## src/rtl/beat_sounder.sv

```systemverilog
// Beat sounder: detects rising edges of the beat generator's BEEP level, tracks the position
// within the bar and plays a fixed-length square-wave tone per beat (high pitch on downbeat).
module beat_sounder #(
  parameter int unsigned ACCENT_HALF_PERIOD = 14205,
  parameter int unsigned NORMAL_HALF_PERIOD = 28409,
  parameter int unsigned TONE_CYCLES        = 2500000
) (
  input  logic       CLOCK_50,
  input  logic       RESET_N,
  input  logic       BEEP,
  input  logic [3:0] BEATS_PER_BAR,
  input  logic       MUTE,
  output logic       SPEAKER,
  output logic       TONE_ACTIVE,
  output logic       ACCENT,
  output logic [3:0] BEAT_NUM
);

  localparam int unsigned HalfMax = (ACCENT_HALF_PERIOD > NORMAL_HALF_PERIOD) ?
                                    ACCENT_HALF_PERIOD : NORMAL_HALF_PERIOD;
  localparam int unsigned DurW    = (TONE_CYCLES > 1) ? $clog2(TONE_CYCLES) : 1;
  localparam int unsigned HalfW   = (HalfMax > 1) ? $clog2(HalfMax) : 1;

  typedef enum logic {StIdle, StTone} state_e;

  state_e            state_q;
  logic              sync1_q, sync2_q, sync3_q;
  logic              first_q;
  logic [3:0]        beat_num_q, beat_num_d;
  logic              accent_q;
  logic              tone_active_q;
  logic              phase_q;
  logic              speaker_q;
  logic [DurW-1:0]   dur_q;
  logic [HalfW-1:0]  half_q;
  logic [HalfW-1:0]  half_last;
  logic              beat_evt;

  assign beat_evt  = sync2_q & ~sync3_q;
  // Pitch of the tone in progress follows the registered accent flag.
  assign half_last = accent_q ? HalfW'(ACCENT_HALF_PERIOD - 1) : HalfW'(NORMAL_HALF_PERIOD - 1);

  always_comb begin
    beat_num_d = beat_num_q + 4'd1;
    if (first_q || (BEATS_PER_BAR <= 4'd1) || (beat_num_q >= BEATS_PER_BAR - 4'd1)) begin
      beat_num_d = 4'd0;
    end
  end

  always_ff @(posedge CLOCK_50 or negedge RESET_N) begin
    if (!RESET_N) begin
      sync1_q <= 1'b0;
      sync2_q <= 1'b0;
      sync3_q <= 1'b0;
    end else begin
      sync1_q <= BEEP;
      sync2_q <= sync1_q;
      sync3_q <= sync2_q;
    end
  end

  always_ff @(posedge CLOCK_50 or negedge RESET_N) begin
    if (!RESET_N) begin
      state_q       <= StIdle;
      first_q       <= 1'b1;
      beat_num_q    <= 4'd0;
      accent_q      <= 1'b0;
      tone_active_q <= 1'b0;
      phase_q       <= 1'b0;
      dur_q         <= '0;
      half_q        <= '0;
    end else if (beat_evt) begin
      // A new beat always (re)starts the tone, including on the expiry edge.
      state_q       <= StTone;
      first_q       <= 1'b0;
      beat_num_q    <= beat_num_d;
      accent_q      <= (beat_num_d == 4'd0);
      tone_active_q <= 1'b1;
      phase_q       <= 1'b1;
      dur_q         <= '0;
      half_q        <= '0;
    end else begin
      case (state_q)
        StTone: begin
          if (dur_q == DurW'(TONE_CYCLES - 1)) begin
            state_q       <= StIdle;
            tone_active_q <= 1'b0;
            phase_q       <= 1'b0;
            dur_q         <= '0;
            half_q        <= '0;
          end else begin
            dur_q <= dur_q + 1'b1;
            if (half_q == half_last) begin
              half_q  <= '0;
              phase_q <= ~phase_q;
            end else begin
              half_q <= half_q + 1'b1;
            end
          end
        end
        default: begin
          state_q <= StIdle;
        end
      endcase
    end
  end

  always_ff @(posedge CLOCK_50 or negedge RESET_N) begin
    if (!RESET_N) begin
      speaker_q <= 1'b0;
    end else begin
      speaker_q <= phase_q & ~MUTE;
    end
  end

  assign SPEAKER     = speaker_q;
  assign TONE_ACTIVE = tone_active_q;
  assign ACCENT      = accent_q;
  assign BEAT_NUM    = beat_num_q;

endmodule

```

## config.mk

```make
export PLATFORM = sky130hd
export DESIGN_NAME = beat_sounder
export DESIGN_NICKNAME = d
export VERILOG_FILES = /design/src/rtl/beat_sounder.sv
export SDC_FILE = /design/constraint.sdc
export NUM_CORES = 1
export LEC_CHECK = 0
export ABC_AREA = 1
export BUFFER_PORTS_ARGS = -buffer_cell sky130_fd_sc_hd__buf_4
export CAP_MARGIN = 20
export CORE_AREA = 2 2 108 110
export CTS_CLUSTER_DIAMETER = 100
export DETAILED_ROUTE_END_ITERATION = 6
export DIE_AREA = 0 0 110 112
export GPL_TIMING_DRIVEN = 0
export HOLD_SLACK_MARGIN = 0.12
export PLACE_DENSITY = 0.44
export SLEW_MARGIN = 20
export SYNTH_ARGS = -nofsm -noshare
export SYNTH_HDL_FRONTEND = slang
export SYNTH_SLANG_ARGS = --single-unit
```

## constraint.sdc

```tcl
create_clock -name CLOCK_50 -period 1.5 [get_ports CLOCK_50]
set_input_delay 0.15 -clock CLOCK_50 [delete_from_list [all_inputs] [get_ports CLOCK_50]]
set_output_delay 0.15 -clock CLOCK_50 [all_outputs]
set_load 0.05 [all_outputs]
```

==> out/results.ini, run 1 <==
[critical_path]
path_cells = ha_4 -> nand3_2 -> nor2_2 -> nand3_2 -> nand3_4 -> buf_12 -> a21oi_2
path_class = reg2reg
rr_worst_depth = 7
regToRegStartpoint = dur_q[0]
critPathTopFamily = simple AND/OR/NAND/NOR gates
slowest_stage = dfrtp_1
r2r_slack_ns = -0.01
crit_fanout = 10
required_ns = 1.68
start_kind = flip-flop
worst_ep_arrival_time_ns = 1.70
end_kind = flip-flop
crit_top_cell = nand3_2
path_buf_inv = 1
regToRegEndpoint = half_q[7]
cpPeakStageDelay_ns = 0.40

[grt]
antenna_found_initial = 0
grt_use_total_pct = 14.17
grt_max_degree = 51
grt_pass1_vias = 2750
overflow = 0
grt_pass1_wl_um = 13790

[power_and_ir_drop]
finalPower_mw = 4.458
powerDensity_mw_per_mm2 = 1094
max-vdd-ir-drop_mv = 0.4332
p_leak_nw = 1.785

[floorplan]
ios = 15
dieArea_mm2 = 0.01232
die_x_um = 110
dieHeight_um = 112
start_util_pct = 29.22
num_rows = 39
core_mm2 = 0.01117

[finish]
design_area_mm2 = 0.004076
regMostFlops = dur_q
layout-drive-gt1-share_pct = 28.51
largest_register_ffs = 22
final_nets = 487
n_antenna_cell = 0
fillers = 1171
final_cell_mix = nand2_1 (110), nor2_1 (47), dfrtp_1 (45), inv_1 (44), buf_4 (29)
final_common_cell = nand2_1
final_util_pct = 36.48
areaGrowthSynthToFinish_pct = 24.83

[worst_hold_path]
holdPathEnd = sync2_q
hold_class = reg2reg
whs_path_depth = 0
hold_path_startpoint = sync1_q

[detailed_routing]
first_pass_iters = 4
drt_iter0_drc = 105
final_antenna_net_count = 0
drc = 0
vias = 2787
wl_per_cell_um = 13.03
via_per_inst = 4.546
wl_um = 7987

[logic_synthesis]
netlist_area_mm2 = 0.003266
syn-num-nets = 447
synth_warnings = 0
yosysSeqAreaShare_pct = 38.35
ys_types = 34
synth-seq-cells = 50
syn_area_per_cell_um2 = 7.612
synth_cells = 429

[timing]
timing.final.crit_share_pct = 101.0
final.setup.tns_ns = -0.09733
finClkSkew_ns = 0.007444
layout_setup_ws_ns = -0.01469
period_minus_slack_ns = 1.515
fmax_ghz = 0.6602
rsz0062_at_grt = yes
tightest_slew_ns = 0.6840
hold_violations = 0
relSlewSlack_pct = 54.40
setup_viol = 10
slew_violations = 0

[clocking]
clk_pin_slew_ns = 0.07
cts.path.max_buffers = 2
clock_sinks = 50
clk-insertion-delay-late_ns = 0.29
cts_root_buf = clkbuf_16
cts_buffers = 5
tritoncts = built
h-tree-depth = 2

[run_status]
status = finished with violations
violations = negative setup slack

[placement]
placed_area_mm2 = 0.003583
numPortBuffers = 14
dpl_worst_slack_ns = -0.3193
hpwl_um = 5716
gp_congestion = 0.7733

[run]
drv_cap = 0

logic make-up after synthesis:
kind of cell,count (synthesis),share of synthesized area [%]
and+or+nand+nor,250,36.44
buffers and inverters,60,8.774
DFF,50,38.35
AOI/OAI and AO/OA,41,7.778
xor gates and xnor gates,18,4.828
adders and majority gates,10,3.831
worst max path at each step:
stage / startpoint / end / slack (ns) / cells past startpoint
final: dur_q[0] / half_q[7] / -0.01 / 7
after global routing: dur_q[0] / dur_q[19] / -0.13 / 8
after CTS: dur_q[1] / dur_q[6] / -0.03 / 8
after detailed placement: BEATS_PER_BAR[1] / ACCENT / -0.32 / 11
after global placement: BEATS_PER_BAR[1] / ACCENT / -0.31 / 11
after floorplan: BEAT_NUM[0] / ACCENT / -0.009 / 8
report_power, final:
part           internal [mW]  leakage [nW]  switching [mW]
combinational          0.613          1.05           0.810
clock                  0.782        0.0836           0.517
sequential              1.53         0.656           0.204
total                   2.93          1.79            1.53
per-stage QoR:
stage | hold slack, ns | instances
after detailed placement | 0.2549 | 586
final | 0.3531 | 613
after floorplan | -0.1456 | 429
after global placement | 0.2413 | 586
after CTS | 0.3573 | 606
after global routing | 0.3692 | 613
layout make-up:
type,count,area [µm²],share of cell area [%]
Multi-Input combinational cell,319,1888,46.32
Sequential cell,50,1257,30.85
Timing Repair Buffer,33,287.8,7.060
Inverter,51,203.9,5.003
Tap cell,143,178.9,4.389
Clock buffer,5,125.1,3.069
Buffer,9,95.09,2.333
Clock inverter,3,40.04,0.9822
metal layers:
layer  part of all wire, %  wire [µm]  up-vias  track usage, %
met3                   1.8        144        8           2.166
met1                    50       4004     1308           20.23
met2                    47       3734       25           22.17
met5                     0          0        -               0
li1                      -          -     1446               -
met4                   1.3        104        0           3.797
synth_stat cells (all sizes together):
library cell,number,area share (%)
inv,51,6.0
buf,9,2.8
nor3,11,2.1
and3,1,0.19
nor2,72,11
nand4,12,2.3
dfrtp,49,38
a21oi,20,4.2
o21ai,19,3.1
o22ai,1,0.19
o211ai,1,0.23
nand3b,2,0.46
nand3,31,5.9
ha,10,3.8
xnor2,10,2.7
xor2,8,2.1
nand2,121,14
dfstp,1,0.80
what timing repair did:
action | CTS | global route
setup endpoints to repair | 37 | 40
pin swaps | 6 | 20
hold endpoints to repair | 51 | 0
gates resized for setup | 12 | 30
hold buffers | 3 | 0
setup buffers | 9 | 7
Power figures use the tool's default switching activity.
==> run 2, diff against run 1 <==
Settings changed: MAX_ROUTING_LAYER from default to met4.
==> out/results.ini, run 2 (synthesis gave the netlist of run 1 again) <==
[timing]
finClkSkew_ns = 0.007296
fmax_ghz = 0.6551
setup_viol = 10
period_minus_slack_ns = 1.527
slew_violations = 0
layout_setup_ws_ns = -0.02651
timing.final.crit_share_pct = 101.8
tightest_slew_ns = 0.6847
hold_violations = 0
relSlewSlack_pct = 54.35
rsz0062_at_grt = yes

[detailed_routing]
drt_iter0_drc = 109
wl_um = 8010
via_per_inst = 4.531
wl_per_cell_um = 13.05
final_antenna_net_count = 0
drc = 0
first_pass_iters = 4
vias = 2782

[grt]
grt_pass1_vias = 2750
overflow = 0
grt_use_total_pct = 14.60
antenna_found_initial = 0
grt_max_degree = 51
grt_pass1_wl_um = 13790

[clocking]
clock_sinks = 50
tritoncts = built
h-tree-depth = 2
clk-insertion-delay-late_ns = 0.29
clk_pin_slew_ns = 0.07
cts_buffers = 5
cts.path.max_buffers = 2
cts_root_buf = clkbuf_16

[critical_path]
cpPeakStageDelay_ns = 0.40
crit_fanout = 10
end_kind = flip-flop
path_cells = ha_4 -> nand3_2 -> nor2_2 -> nand3_2 -> nand3_4 -> buf_12 -> a21oi_2
required_ns = 1.68
crit_top_cell = nand3_2
slowest_stage = dfrtp_1
start_kind = flip-flop
worst_ep_arrival_time_ns = 1.71
path_class = reg2reg

[finish]
final_nets = 488
layoutNonFillerInstCount = 614
largest_register_ffs = 22
fillers = 1172
areaGrowthSynthToFinish_pct = 25.06
final_cell_mix = nand2_1 (110), nor2_1 (47), dfrtp_1 (45), inv_1 (44), buf_4 (30)
final_common_cell = nand2_1
layout-drive-gt1-share_pct = 28.66
multi_input_area_mm2 = 0.001888
n_antenna_cell = 0
seq_area_mm2 = 0.001257
regMostFlops = dur_q
final_util_pct = 36.55

[floorplan]
ios = 15
core_mm2 = 0.01117
num_rows = 39
start_util_pct = 29.22
dieHeight_um = 112
dieArea_mm2 = 0.01232
die_x_um = 110

[run]
drv_cap = 0

[worst_hold_path]
hold_class = reg2reg

[placement]
numPortBuffers = 14
dp_cells = 586
hpwl_um = 5716
gp_congestion = 0.7838

[power_and_ir_drop]
max-vdd-ir-drop_mv = 0.4339
p_leak_nw = 1.791
powerDensity_mw_per_mm2 = 1092

[run_status]
status = finished with violations
violations = negative setup slack

[run 2: cell count changes in the layout (fill, tap and decap cells not counted), sizes merged]
cell  before  now
buf       39   40
[run 2: power by group]
group / internal, mW / leakage (nW) / total (mW) / switching (mW)
clock network: 0.782 / 0.0836 / 1.30 / 0.517
logic: 0.614 / 1.05 / 1.42 / 0.811
registers: 1.53 / 0.656 / 1.73 / 0.203
[run 2: metrics by stage]
stage / power [mW] / TNS (ns) / area, µm² / hold slack, ns / setup WS (ns)
after detailed placement: 2.872 / -5.130 / 3583 / 0.2549 / -0.3193
after global placement: 2.851 / -4.486 / 3583 / 0.2413 / -0.3129
after floorplan: 2.540 / -0.009252 / 3299 / -0.1456 / -0.009252
after global routing: 4.759 / -3.426 / 4084 / 0.3692 / -0.1294
final: 4.458 / -0.2148 / 4084 / 0.3532 / -0.02651
after CTS: 4.338 / -0.2515 / 3919 / 0.3573 / -0.03485
[run 2: critical path, delay by kind of cell (launching register included)]
kind / cells / cell delay (ns)
buffers and inverters: 1 / 0.15
DFF: 1 / 0.40
and+or+nand+nor: 4 / 0.63
adders and majority gates: 1 / 0.17
AOI/OAI and AO/OA: 1 / 0.05
[run 2: layer usage]
layer  GRT usage [%]  up-vias  routed length [µm]
met5               -        -                   0
met4           3.797        0                 101
met3           2.166        8                 194
met2           22.13       28                3751
met1           20.30     1299                3962
li1                -     1447                   -
[run 2: path summary, 6_finish.rpt]
kind	cells after the start	slack, ns	end	startpoint
max reg2reg	7	-0.03	half_q[7]	dur_q[0]
min	0	0.35	sync2_q	sync1_q
min reg2reg	0	0.35	sync2_q	sync1_q
max	7	-0.03	half_q[7]	dur_q[0]
min in group asynchronous	2	0.44	dur_q[1]	RESET_N
max in group asynchronous	2	0.56	BEAT_NUM[2]	RESET_N
[run 2: area by class of cell]
class	count	area share, %
multi-input cells	319	46.23
flip-flops and latches	50	30.79
repair buffers	34	7.230
inverters	51	4.994
well taps	143	4.381
clock buffers	5	3.064
plain buffers	9	2.328
clock inverters	3	0.9804
[run 2: repair_timing]
action | in CTS | in global routing
hold buffers | 3 | 0
setup endpoints to repair | 37 | 40
endpoints found under the hold margin | 51 | 0
gates resized for setup | 12 | 30
pin swaps | 6 | 20
buffers inserted | 9 | 8
